<file path="src/rtl/shift_seq.sv">
// Framed MSB-first serial shifter: transmits a word on sout while capturing sin.
// Optional even parity bit after each frame when SHIFT_SEQ_PARITY_EN is defined.
module shift_seq #(
   parameter int N   = 8,
   parameter int GAP = 2
) (
   input  logic         clk,
   input  logic         reset,
   input  logic         in_valid,
   output logic         in_ready,
   input  logic [N-1:0] in_data,
   input  logic         sin,
   output logic         sout,
   output logic         frame,
   output logic         rx_valid,
   output logic [N-1:0] rx_data
);

   localparam int CW = $clog2(N + 1);
   localparam int GW = 4;
   localparam logic [CW-1:0] CLAST = CW'(N - 1);
   localparam logic [GW-1:0] GLAST = GW'((GAP > 0) ? GAP - 1 : 0);

   typedef enum logic [1:0] {
      S_IDLE  = 2'd0,
      S_SHIFT = 2'd1,
      S_GAP   = 2'd2
`ifdef SHIFT_SEQ_PARITY_EN
      ,
      S_PAR   = 2'd3
`endif
   } state_t;

   localparam state_t POST_ST = (GAP > 0) ? S_GAP : S_IDLE;

   state_t        st;
   state_t        nxt;
   logic [N-1:0]  q;
   logic [CW-1:0] cnt;
   logic [GW-1:0] gcnt;
   logic          accept;
   logic          last;

`ifdef SHIFT_SEQ_PARITY_EN
   logic          par;
`endif

   assign accept = in_valid & in_ready;
   assign last   = (cnt == CLAST);

   always_ff @(posedge clk or negedge reset) begin
      if (!reset) begin
         st <= S_IDLE;
      end else begin
         st <= nxt;
      end
   end

   always_comb begin
      nxt = st;
      unique case (st)
         S_IDLE: begin
            if (accept) nxt = S_SHIFT;
         end
         S_SHIFT: begin
`ifdef SHIFT_SEQ_PARITY_EN
            if (last) nxt = S_PAR;
`else
            if (last) nxt = POST_ST;
`endif
         end
`ifdef SHIFT_SEQ_PARITY_EN
         S_PAR: begin
            nxt = POST_ST;
         end
`endif
         S_GAP: begin
            if (gcnt == GLAST) nxt = S_IDLE;
         end
         default: nxt = S_IDLE;
      endcase
   end

   // in_ready is gated by reset so it stays low while reset is held
   always_comb begin
      in_ready = 1'b0;
      frame    = 1'b0;
      sout     = 1'b0;
      unique case (st)
         S_IDLE: begin
            in_ready = reset;
         end
         S_SHIFT: begin
            frame = 1'b1;
            sout  = q[N-1];
         end
`ifdef SHIFT_SEQ_PARITY_EN
         S_PAR: begin
            frame = 1'b1;
            sout  = par;
         end
`endif
         default: ;
      endcase
   end

   always_ff @(posedge clk or negedge reset) begin
      if (!reset) begin
         q        <= '0;
         cnt      <= '0;
         gcnt     <= '0;
         rx_data  <= '0;
         rx_valid <= 1'b0;
      end else begin
         rx_valid <= 1'b0;
         unique case (st)
            S_IDLE: begin
               if (accept) begin
                  q   <= in_data;
                  cnt <= '0;
               end
            end
            S_SHIFT: begin
               q   <= {q[N-2:0], sin};
               cnt <= cnt + 1'b1;
               if (last) begin
                  rx_data  <= {q[N-2:0], sin};
                  rx_valid <= 1'b1;
                  gcnt     <= '0;
               end
            end
            S_GAP: begin
               gcnt <= gcnt + 1'b1;
            end
            default: ;
         endcase
      end
   end

`ifdef SHIFT_SEQ_PARITY_EN
   // tx bits are shifted out of q, so parity is latched at accept
   always_ff @(posedge clk or negedge reset) begin
      if (!reset) begin
         par <= 1'b0;
      end else if (accept) begin
         par <= ^in_data;
      end
   end
`endif

endmodule
</file>
<file path="config.mk">
export PLATFORM = sky130hd
export DESIGN_NAME = shift_seq
export DESIGN_NICKNAME = d
export VERILOG_FILES = /design/src/rtl/shift_seq.sv
export SDC_FILE = /design/constraint.sdc
export NUM_CORES = 1
export LEC_CHECK = 0
export ABC_CLOCK_PERIOD_IN_PS = 2350
export BUFFER_PORTS_ARGS = -buffer_cell sky130_fd_sc_hd__buf_2
export CAP_MARGIN = 20
export CORE_MARGIN = 1
export CORE_UTILIZATION = 41
export CTS_BUF_LIST = sky130_fd_sc_hd__clkbuf_16
export DETAILED_ROUTE_END_ITERATION = 6
export SLEW_MARGIN = 10
export SYNTH_ARGS = -nofsm -noshare
export SYNTH_HDL_FRONTEND = slang
export SYNTH_SLANG_ARGS = --single-unit
</file>
<file path="constraint.sdc">
create_clock -name clk -period 2.35 [get_ports clk]
set_input_delay 0.3525 -clock clk [delete_from_list [all_inputs] [get_ports clk]]
set_output_delay 0.3525 -clock clk [all_outputs]
set_load 0.01 [all_outputs]
</file>
# Yosys cells after proc, flatten, opt, wreduce, memory -nomap -nowiden
# Index checks and enable logic that the tools add are counted.
# totals
regBits,27
output_inout_bits,12
in_bits,12
word_cells,38
# op_classes
n_reduce_logical,7
muxes,15
n_addsub,2
bitwise_logic,1
eq_ne,7
# op_table
operator,n
case mux 4 bit (2 select lines),2
case mux 8 bit (2 select lines),1
adder 4 x 1 -> 4 bit (second input constant),2
two-way mux 4 bit,2
two-way mux 8 bit,1
two-way mux 2 bit,3
!= test 2 bit (second input constant),3
case mux 2 bit (3 select lines),1
AND reduction 2 bit,3
two-way mux 1 bit,5
equality test 4 x 1 -> 1 bit (second input constant),1
equality test 4 x 3 -> 1 bit (second input constant),1
nonzero test 2 bit,2
AND reduction 3 bit,1
equality test 2 x 1 -> 1 bit (second input constant),1
equality test 2 bit (second input constant),1
logical NOT 2 bit,1
bitwise AND 1 bit,1

# Logic depth before layout (Yosys ltp)
# Gate-level depths: netlist of run 1.
# depth
word_depth,5
depth_mapped,5
ltp_nobuf,4

# Worst setup path after synthesis of run 1
# Ideal clock, no wire load.
# synth_path
path_type,reg2out
from,register st[0]
to,output port in_ready
t_arrival_ns,1.033
path_stages_with_launch,4
path_slack_ns,0.964
n_path_buf,1
cell_sequence,dfrtp_1 > inv_1 > clkbuf_1 > and3_1
# synth_between
elab_chain_len,2
# synth_lines
item,line,text
"start, declared",36,state_t st;
"start signal, assigned",55,st <= nxt;
logical NOT 2 bit,89,unique case (st)
two-way mux 1 bit,89,
"end, declared",10,"output logic in_ready,"
# Every way passes these cells.

# Worst setup path after layout of run 1
# layout_path
from,input port reset
to,output port in_ready
# layout_between
elab_chain_len,1
# layout_lines
item,line,text
"start, declared",8,"input logic reset,"
two-way mux 1 bit,89,
# Every way passes these cells.

==> results of run 1 <==
==> synth_stat cells <==
library cell / number
dfrtp_1: 27
o22ai_1: 19
a21oi_1: 9
mux2_4: 6
inv_1: 5
ha_1: 3
mux2_2: 3
and2_1: 2
and3_1: 2
clkbuf_1: 2
nand2_1: 2
nand3_1: 2
nand3b_1: 2
nor2_1: 2
nor3b_1: 2
xor2_1: 2
a221o_1: 1
a22o_1: 1
buf_2: 1
buf_4: 1
buf_8: 1
mux2i_1: 1
nand2b_4: 1
nand3b_2: 1
nor2_4: 1
nor3_1: 1
o211ai_1: 1
o21ai_0: 1
o21ai_2: 1
o2bb2ai_1: 1
or2b_1: 1
==> metal layers <==
metal	track usage, %	wire length, um
met5	0	0
met4	8.36	36
met3	3.85	104
met2	25.7	1080
met1	21.2	1180
==> worst paths after layout <==
kind | from | endpoint | slack [ps]
worst max-delay path | reset | in_ready | 270
worst min-delay path | sin | rx_data[0] | 340
worst max register to register | cnt[0] | rx_data[7] | 750
worst min register to register | rx_data[4] | rx_data[4] | 510
max in group asynchronous | reset | cnt[2] | 1370
min in group asynchronous | reset | q[4] | 460
==> registers in the layout, indices dropped and copies added (netlist names) <==
| signal | flops |
|---|---|
| cnt | 4 |
| gcnt | 4 |
| q | 8 |
| rx_data | 8 |
| rx_valid | 1 |
| st | 2 |
==> power by group through the flow <==
stage / Sequential (mW) / Combinational (mW) / Clock, mW
after floorplan: 0.830 / 0.517 / 0
after global routing: 0.851 / 0.804 / 0.417
after detailed placement: 0.829 / 0.725 / 0
final: 0.823 / 0.725 / 0.390
after CTS: 0.822 / 0.732 / 0.399
after global placement: 0.819 / 0.717 / 0
==> cell families (layout without fill, tap and decap cells) <==
family          after synthesis  count (layout)  synth area share (%)
simple gates                 19              19                  10.2
mux                          10              10                  10.6
xor+xnor                      2               2                  1.39
flops                        27              27                  53.6
buf+inv                      10              34                  4.27
fa+ha+maj                     3               3                  2.98
compound gates               34              34                  16.9
==> metrics by stage <==
stage	instances	utilization, %	area [um2]
5_1_grt	160	52.3	1480
6_report	160	52.3	1480
2_1_floorplan	105	-	1260
3_5_place_dp	155	49.0	1390
3_3_place_gp	155	49.0	1390
4_1_cts	160	52.3	1480
==> worst max-delay path: cells and delay by family <==
kind | cells | cell delay (ps)
buffers and inverters | 4 | 1180
AND/OR/NAND/NOR | 1 | 190
==> cell type report <==
class / instances / share of cell area [%]
well taps: 31 / 2.62
multi-input cells: 68 / 35.9
flip-flops and latches: 27 / 45.7
clock inverters: 1 / 0.508
clock buffers: 3 / 5.08
repair buffers: 25 / 8.97
inverters: 5 / 1.27
==> repair_timing <==
item / CTS / global route
hold endpoints to repair: 7 / 0
hold buffers: 1 / 0
buffers inserted: 0 / 0
==> flow_summary.yaml, run 1 <==
yosys:
  synth.top_cells.by_area: "dfrtp_1 54%, o22ai_1 9.4%, mux2_4 7.1%"
  synth_area_um2: 1260
  synth_seq_area_share_pct: 53.6
  syn_area_per_cell_um2: 12.0
  yosys_warnings: 0
  synth_seq_cells: 27
  synth_top_area_share_pct: 53.6
  synth.net_count: 120
  synthCells: 105
  synth.distinct_cells: 31
  synth_top_cell_by_area: "dfrtp_1"
power_and_ir_drop:
  pwr-share-seq_pct: 42.5
  powerDensity_nw_per_um2: 1310
  power_leakage_nw: 0.663
  power_mw: 1.94
  p_switching_mw: 0.675
  p_int_mw: 1.26
  switching_share_pct: 34.8
  p_clk_share_pct: 20.1
  peakVddDrop_mv: 0.524
  combPwrFrac_pct: 37.4
critical_path:
  path_class: "primary input to output pin"
  crit_slowest_cell: "dlygate4sd3_1"
  reg2reg_depth: 4
  crit_fanout: 21
  arrival_ps: 1730
  required_ps: 2000
  critical-path-max-stage-delay_ps: 520
  crit_chain: "dlygate4sd3_1 -> buf_2 -> buf_4 -> and3_1 -> buf_2"
  crit_path_frequent_cell: "buf_2"
  worst_setup_path_end_kind: "output pin"
  crit_path_start_kind: "primary input"
global_route:
  grt_overflow_total: 0
  first_global_vias: 938
  grt_antenna_before_repair: 0
  grt_usage_pct: 16.4
  grt_max_degree: 22
  grt_first_pass_wirelength_um: 4150
route:
  vias: 887
  route.detailed.drc: 1
  drt_first_pass_iters: 6
  drt.antenna.violating_nets: 0
  wl_per_cell_um: 15.0
  viasPerCell: 5.54
  wirelength_um: 2400
  drt_iter0_drc: 35
clocking:
  cts_htree_levels: 1
  cts_tree: "built"
  clk_latency_ps: 260
  cts-root-buf: "clkbuf_16"
  clock_path_buffers: 2
  cts_resized: 0
  cts_buffers: 3
  cts.clk_slew.worst_paths_ps: 70
  clock_sinks: 27
floorplanning:
  placementRows: 19
  io_pins: 24
  start_util_pct: 44.5
  dieArea_um2: 3300
  die_h_um: 57.4
  fp.dieW_um: 57.4
  core_region_area_um2: 2830
sta:
  rsz0062_at_grt: "false"
  finalSetupTns_ps: 0
  worst_slack_ps: 272
  finalCriticalPeriod_ps: 2080
  fmax_ghz: 0.481
  finalHoldViolCount: 0
  slew_headroom_pct: 72.4
  fin_crit_sh_pct: 88.4
  whs_ps: 339
  finClkSkew_ps: 6.88
  setup-violations-final: 0
  drv_slew: 0
  tightestPinTransition_ps: 412
outcome:
  violations: "DRC"
  status: "finished, violations left"
final_layout:
  fill_cells: 249
  final_common_cell: "dfrtp_1"
  n_antenna_cell: 0
  syn_to_final_growth_pct: 17.4
  seq_area_um2: 676
  drive_gt1_share_pct: 31.8
  multi_input_area_um2: 531
  layout.cells.most_common_list: "27 x dfrtp_1, 23 x buf_2, 19 x o22ai_1"
  final_nets: 145
min_path:
  hp-class: "primary input to flip-flop"
  whs_path_depth: 2
place:
  gp_congestion: 0.714
  hpwlAfterDp_um: 1700
  io_buffers: 23
  place_ws_ps: 740
flow_run:
  cap_violations: 0
Note: power is estimated with default switching activity, not from simulation.
==> inputs of run 2 (changes only) <==
--- a/config.mk
+++ b/config.mk
@@ -5,7 +5,7 @@
 export SDC_FILE = /design/constraint.sdc
 export NUM_CORES = 1
 export LEC_CHECK = 0
-export ABC_CLOCK_PERIOD_IN_PS = 2350
+export ABC_CLOCK_PERIOD_IN_PS = 2000
 export BUFFER_PORTS_ARGS = -buffer_cell sky130_fd_sc_hd__buf_2
 export CAP_MARGIN = 20
 export CORE_MARGIN = 1
==> constraint.sdc (replaced) <==
create_clock -name clk -period 2 [get_ports clk]
set_input_delay 0.3 -clock clk [delete_from_list [all_inputs] [get_ports clk]]
set_output_delay 0.3 -clock clk [all_outputs]
set_load 0.01 [all_outputs]
==> run 2 against run 1 <==
The run still ends with DRC left. Sequential share of layout area down 0.27 points. Total power is 17% higher. Sequential power rose by 17%. Final area up 0.59%. Highest routed layer unchanged.
==> flow_summary.yaml, run 2 (synthesized netlist as in run 1, its figures left out) <==
outcome:
  status: "finished, violations left"
  violations: "DRC"
critical_path:
  regToRegSetupSlack_ps: 390
  crit_slowest_cell: "dfrtp_1"
  arrival_ps: 1330
  crit_fanout: 11
  reg2reg_depth: 4
  r2r-end: "rx_data[7]"
  path_class: "flip-flop to output pin"
  r2r-start: "cnt[0]"
  critical-path-max-stage-delay_ps: 440
  worst_setup_path_end_kind: "output pin"
  crit_path_start_kind: "flip-flop"
  crit_chain: "inv_1 -> and3_1 -> buf_2"
  required_ps: 1700
clocking:
  cts_buffers: 3
  clock_path_buffers: 2
  cts_htree_levels: 1
  cts-root-buf: "clkbuf_16"
  cts_tree: "built"
  cts_hold_buf: 0
  clock_sinks: 27
  cts_resized: 0
  cts_setup_buffers: 0
  clk_latency_ps: 260
  cts.clk_slew.worst_paths_ps: 60
sta:
  fmax_ghz: 0.615
  finalHoldViolCount: 0
  finalCriticalPeriod_ps: 1630
  tightestPinTransition_ps: 438
  setup-violations-final: 0
  whs_ps: 21.7
  drv_slew: 0
  finClkSkew_ps: 4.61
  fin_crit_sh_pct: 81.3
  finalSetupTns_ps: 0
  rsz0062_at_grt: "false"
  slew_headroom_pct: 70.7
route:
  vias: 927
  drt.antenna.violating_nets: 0
  wl_per_cell_um: 15.2
  route.detailed.drc: 1
  wirelength_um: 2460
  drt_iter0_drc: 21
  viasPerCell: 5.72
  drt_first_pass_iters: 6
flow_run:
  cap_violations: 0
floorplanning:
  core_region_area_um2: 2830
  start_util_pct: 44.5
  dieArea_um2: 3300
  die_h_um: 57.4
  fp.dieW_um: 57.4
  placementRows: 19
  io_pins: 24
global_route:
  grt_usage_pct: 16.3
  grt_first_pass_wirelength_um: 3950
  grt_antenna_before_repair: 0
  grt_max_degree: 15
  grt_overflow_total: 0
  first_global_vias: 830
place:
  placed_cell_area_um2: 1410
  hpwlAfterDp_um: 1740
  io_buffers: 23
  gp_congestion: 0.761
final_layout:
  fill_cells: 257
  n_antenna_cell: 0
  reg.largest.list: "q (8), rx_data (8)"
  finalInstanceArea_um2: 1490
  syn_to_final_growth_pct: 18.1
  final_common_cell: "dfrtp_1"
  seq_area_um2: 676
  drive_gt1_share_pct: 32.8
  multi_input_area_um2: 531
  fin_util_pct: 52.6
  final_nets: 147
  layout.cells.most_common_list: "27 x dfrtp_1, 23 x buf_2, 19 x o22ai_1"
power_and_ir_drop:
  power_mw: 2.27
  powerDensity_nw_per_um2: 1530
  power_leakage_nw: 0.679
  peakVddDrop_mv: 0.863
min_path:
  hp-class: "primary input to async pin"
## run 2: cell types whose count changed in the layout (fill, tap and decap cells not counted), sizes merged
cell and delta:
buf +3, clkinvlp -1, dlygate4sd3 -1, inv +1
## run 2: layout make-up
class / instances / share of cell area [%]
Clock buffer: 3 / 5.05
Clock inverter: 1 / 0.252
Inverter: 5 / 1.26
Multi-Input combinational cell: 68 / 35.7
Sequential cell: 27 / 45.4
Tap cell: 31 / 2.61
Timing Repair Buffer: 27 / 9.76
## run 2: per-stage QoR
step,setup slack (ps),cells
2_1_floorplan,635,105
3_3_place_gp,446,158
3_5_place_dp,390,158
4_1_cts,373,162
5_1_grt,296,162
6_report,374,162
## run 2: power breakdown
group	internal (mW)	total, mW	switching [mW]
Clock	0.267	0.437	0.169
Sequential	0.772	0.966	0.194
Combinational	0.453	0.871	0.418
Total	1.49	2.27	0.782
## run 2: critical path: cells and delay by family, from the launching register on
family	cells	cell delay, ps
buffers and inverters	2	410
flip-flops	1	440
AND/OR/NAND/NOR	1	220
## run 2: routing by layer
| layer | global-route usage [%] | part of all wire (%) | up-vias |
|---|---|---|---|
| met5 | 0 | 0 | - |
| met4 | 5.23 | 0.85 | 0 |
| met3 | 4.99 | 5.0 | 2 |
| met2 | 23.8 | 45 | 24 |
| met1 | 23.1 | 49 | 455 |
| li1 | - | - | 446 |
## run 2: worst max path at each step
stage            from         end  slack (ps)
3_3_place_gp   cnt[0]  rx_data[0]         450
4_1_cts         st[1]        sout         370
2_1_floorplan  cnt[0]  rx_data[1]         640
5_1_grt         st[1]        sout         300
6_report        st[1]        sout         370
3_5_place_dp   cnt[0]  rx_data[7]         390
==> inputs of run 3 (changes only) <==
--- a/config.mk
+++ b/config.mk
@@ -5,7 +5,7 @@
 export SDC_FILE = /design/constraint.sdc
 export NUM_CORES = 1
 export LEC_CHECK = 0
-export ABC_CLOCK_PERIOD_IN_PS = 2000
+export ABC_CLOCK_PERIOD_IN_PS = 1560
 export BUFFER_PORTS_ARGS = -buffer_cell sky130_fd_sc_hd__buf_2
 export CAP_MARGIN = 20
 export CORE_MARGIN = 1
==> constraint.sdc (replaced) <==
create_clock -name clk -period 1.56 [get_ports clk]
set_input_delay 0.234 -clock clk [delete_from_list [all_inputs] [get_ports clk]]
set_output_delay 0.234 -clock clk [all_outputs]
set_load 0.01 [all_outputs]
==> run 3 against run 2 <==
Critical endpoint is now rx_data[3]. Critical path depth grew 2. Worst setup slack got worse by 310 ps. The flow still finishes with violations (DRC). Critical path type is now flip-flop to flip-flop. Non-clock buffer count is 7 higher. First-iteration DRC count grew 62%. Sequential share of layout area decreased by 1.8 points. Clock power grew 28%. Combinational power increased by 38%. Register-to-register slack got worse by 320 ps. Largest cell class unchanged.
==> flow_summary.yaml, run 3 (synthesized netlist as in run 1, its figures left out) <==
global_route:
  grt_usage_pct: 17.5
  grt_max_degree: 25
  first_global_vias: 959
  grt_first_pass_wirelength_um: 4450
  grt_overflow_total: 0
  grt_antenna_before_repair: 0
power_and_ir_drop:
  powerDensity_nw_per_um2: 1940
  peakVddDrop_mv: 1.16
  power_leakage_nw: 0.712
clocking:
  clock_sinks: 27
  clk_latency_ps: 260
  cts-root-buf: "clkbuf_16"
  cts_tree: "built"
  clock_path_buffers: 2
  cts_htree_levels: 1
  cts_buffers: 3
  cts.clk_slew.worst_paths_ps: 60
sta:
  finalSetupTns_ps: 0
  drv_slew: 0
  finClkSkew_ps: 3.54
  slew_headroom_pct: 77.1
  fmax_ghz: 0.671
  finalHoldViolCount: 0
  tightestPinTransition_ps: 342
  setup-violations-final: 0
  rsz0062_at_grt: "false"
  fin_crit_sh_pct: 95.6
  worst_slack_ps: 68.8
  finalCriticalPeriod_ps: 1490
route:
  drt_iter0_drc: 34
  wirelength_um: 2540
  wl_per_cell_um: 15.0
  viasPerCell: 5.49
  drt_first_pass_iters: 6
  route.detailed.drc: 1
  drt.antenna.violating_nets: 0
  vias: 927
min_path:
  hp-class: "primary input to flip-flop"
  hp-start: "sin"
  hold_end: "rx_data[0]"
  whs_path_depth: 2
critical_path:
  reg2reg_depth: 5
  worst_setup_path_end_kind: "flip-flop"
  r2r-end: "rx_data[3]"
  required_ps: 1700
  r2r-start: "cnt[0]"
  crit_fanout: 4
  arrival_ps: 1630
  path_class: "flip-flop to flip-flop"
  regToRegSetupSlack_ps: 70
  crit_path_start_kind: "flip-flop"
floorplanning:
  dieArea_um2: 3300
  placementRows: 19
  core_region_area_um2: 2830
  start_util_pct: 44.5
  io_pins: 24
  fp.dieW_um: 57.4
  die_h_um: 57.4
outcome:
  violations: "DRC"
  status: "finished, violations left"
flow_run:
  cap_violations: 0
final_layout:
  syn_to_final_growth_pct: 23.0
  fin_util_pct: 54.8
  drive_gt1_share_pct: 37.0
  reg.largest.list: "q (8), rx_data (8)"
  final_common_cell: "dfrtp_1"
  n_antenna_cell: 0
  final_nets: 154
  layout.cells.most_common_list: "26 x dfrtp_1, 23 x buf_2, 19 x o22ai_1"
  finalInstanceArea_um2: 1550
place:
  place_ws_ps: 63.9
  hpwlAfterDp_um: 1850
  io_buffers: 23
  placed_cell_area_um2: 1440
  gp_congestion: 0.746
## run 3: cell count changes in the layout (fill, tap and decap cells not counted), sizes merged
cell / before / now
dlygate4sd3: 0 / 1
buf: 27 / 33
## run 3: repair_timing
item | 4_1_cts | 5_1_grt
hold buffers | 1 | 0
resized for setup | 0 | 3
hold endpoints to repair | 3 | 0
endpoints found under the setup margin | 0 | 5
setup buffers | 0 | 2
## run 3: worst max-delay path by stage
stage / cells past startpoint / endpoint / slack (ps) / start
4_1_cts: 4 / frame / 30 / st[0]
3_3_place_gp: 5 / rx_data[4] / 110 / cnt[0]
2_1_floorplan: 5 / rx_data[1] / 200 / cnt[0]
6_report: 5 / rx_data[3] / 70 / cnt[0]
5_1_grt: 5 / rx_data[3] / 5 / cnt[0]
3_5_place_dp: 5 / rx_data[6] / 60 / cnt[0]
## run 3: per-stage QoR
stage	cells	power (mW)	hold WS, ps
global route	169	3.23	228
floorplan	105	2.03	-61.6
detailed placement	162	2.43	67.0
global placement	162	2.40	65.6
CTS	167	3.01	222
finish	169	3.01	224
## run 3: final cells by class
cell class,count,area [um2]
Fill cell,242,1280
Sequential cell,27,677
Multi-Input combinational cell,68,533
Timing Repair Buffer,34,204
Clock buffer,3,75.1
Tap cell,31,38.8
Inverter,5,18.8
Clock inverter,1,3.75
## run 3: layer usage
metal / vias to the layer above / global-route usage, % / share of wire [%]
li1: 453 / - / -
met1: 452 / 24.6 / 51
met2: 20 / 27.2 / 45
met3: 2 / 4.08 / 3.3
met4: 0 / 4.18 / 0.63
met5: - / 0 / 0
## run 3: where the power goes
group	total, mW	internal [mW]	switching [mW]
registers	1.24	0.992	0.250
logic	1.20	0.642	0.561
clock network	0.560	0.342	0.217
total	3.01	1.98	1.03
## run 3: critical path: stages (launching register included)
cell	delay, ps
dfrtp_1	380
ha_2	210
nand3b_2	140
nor2_4	180
buf_4	160
mux2_4	300
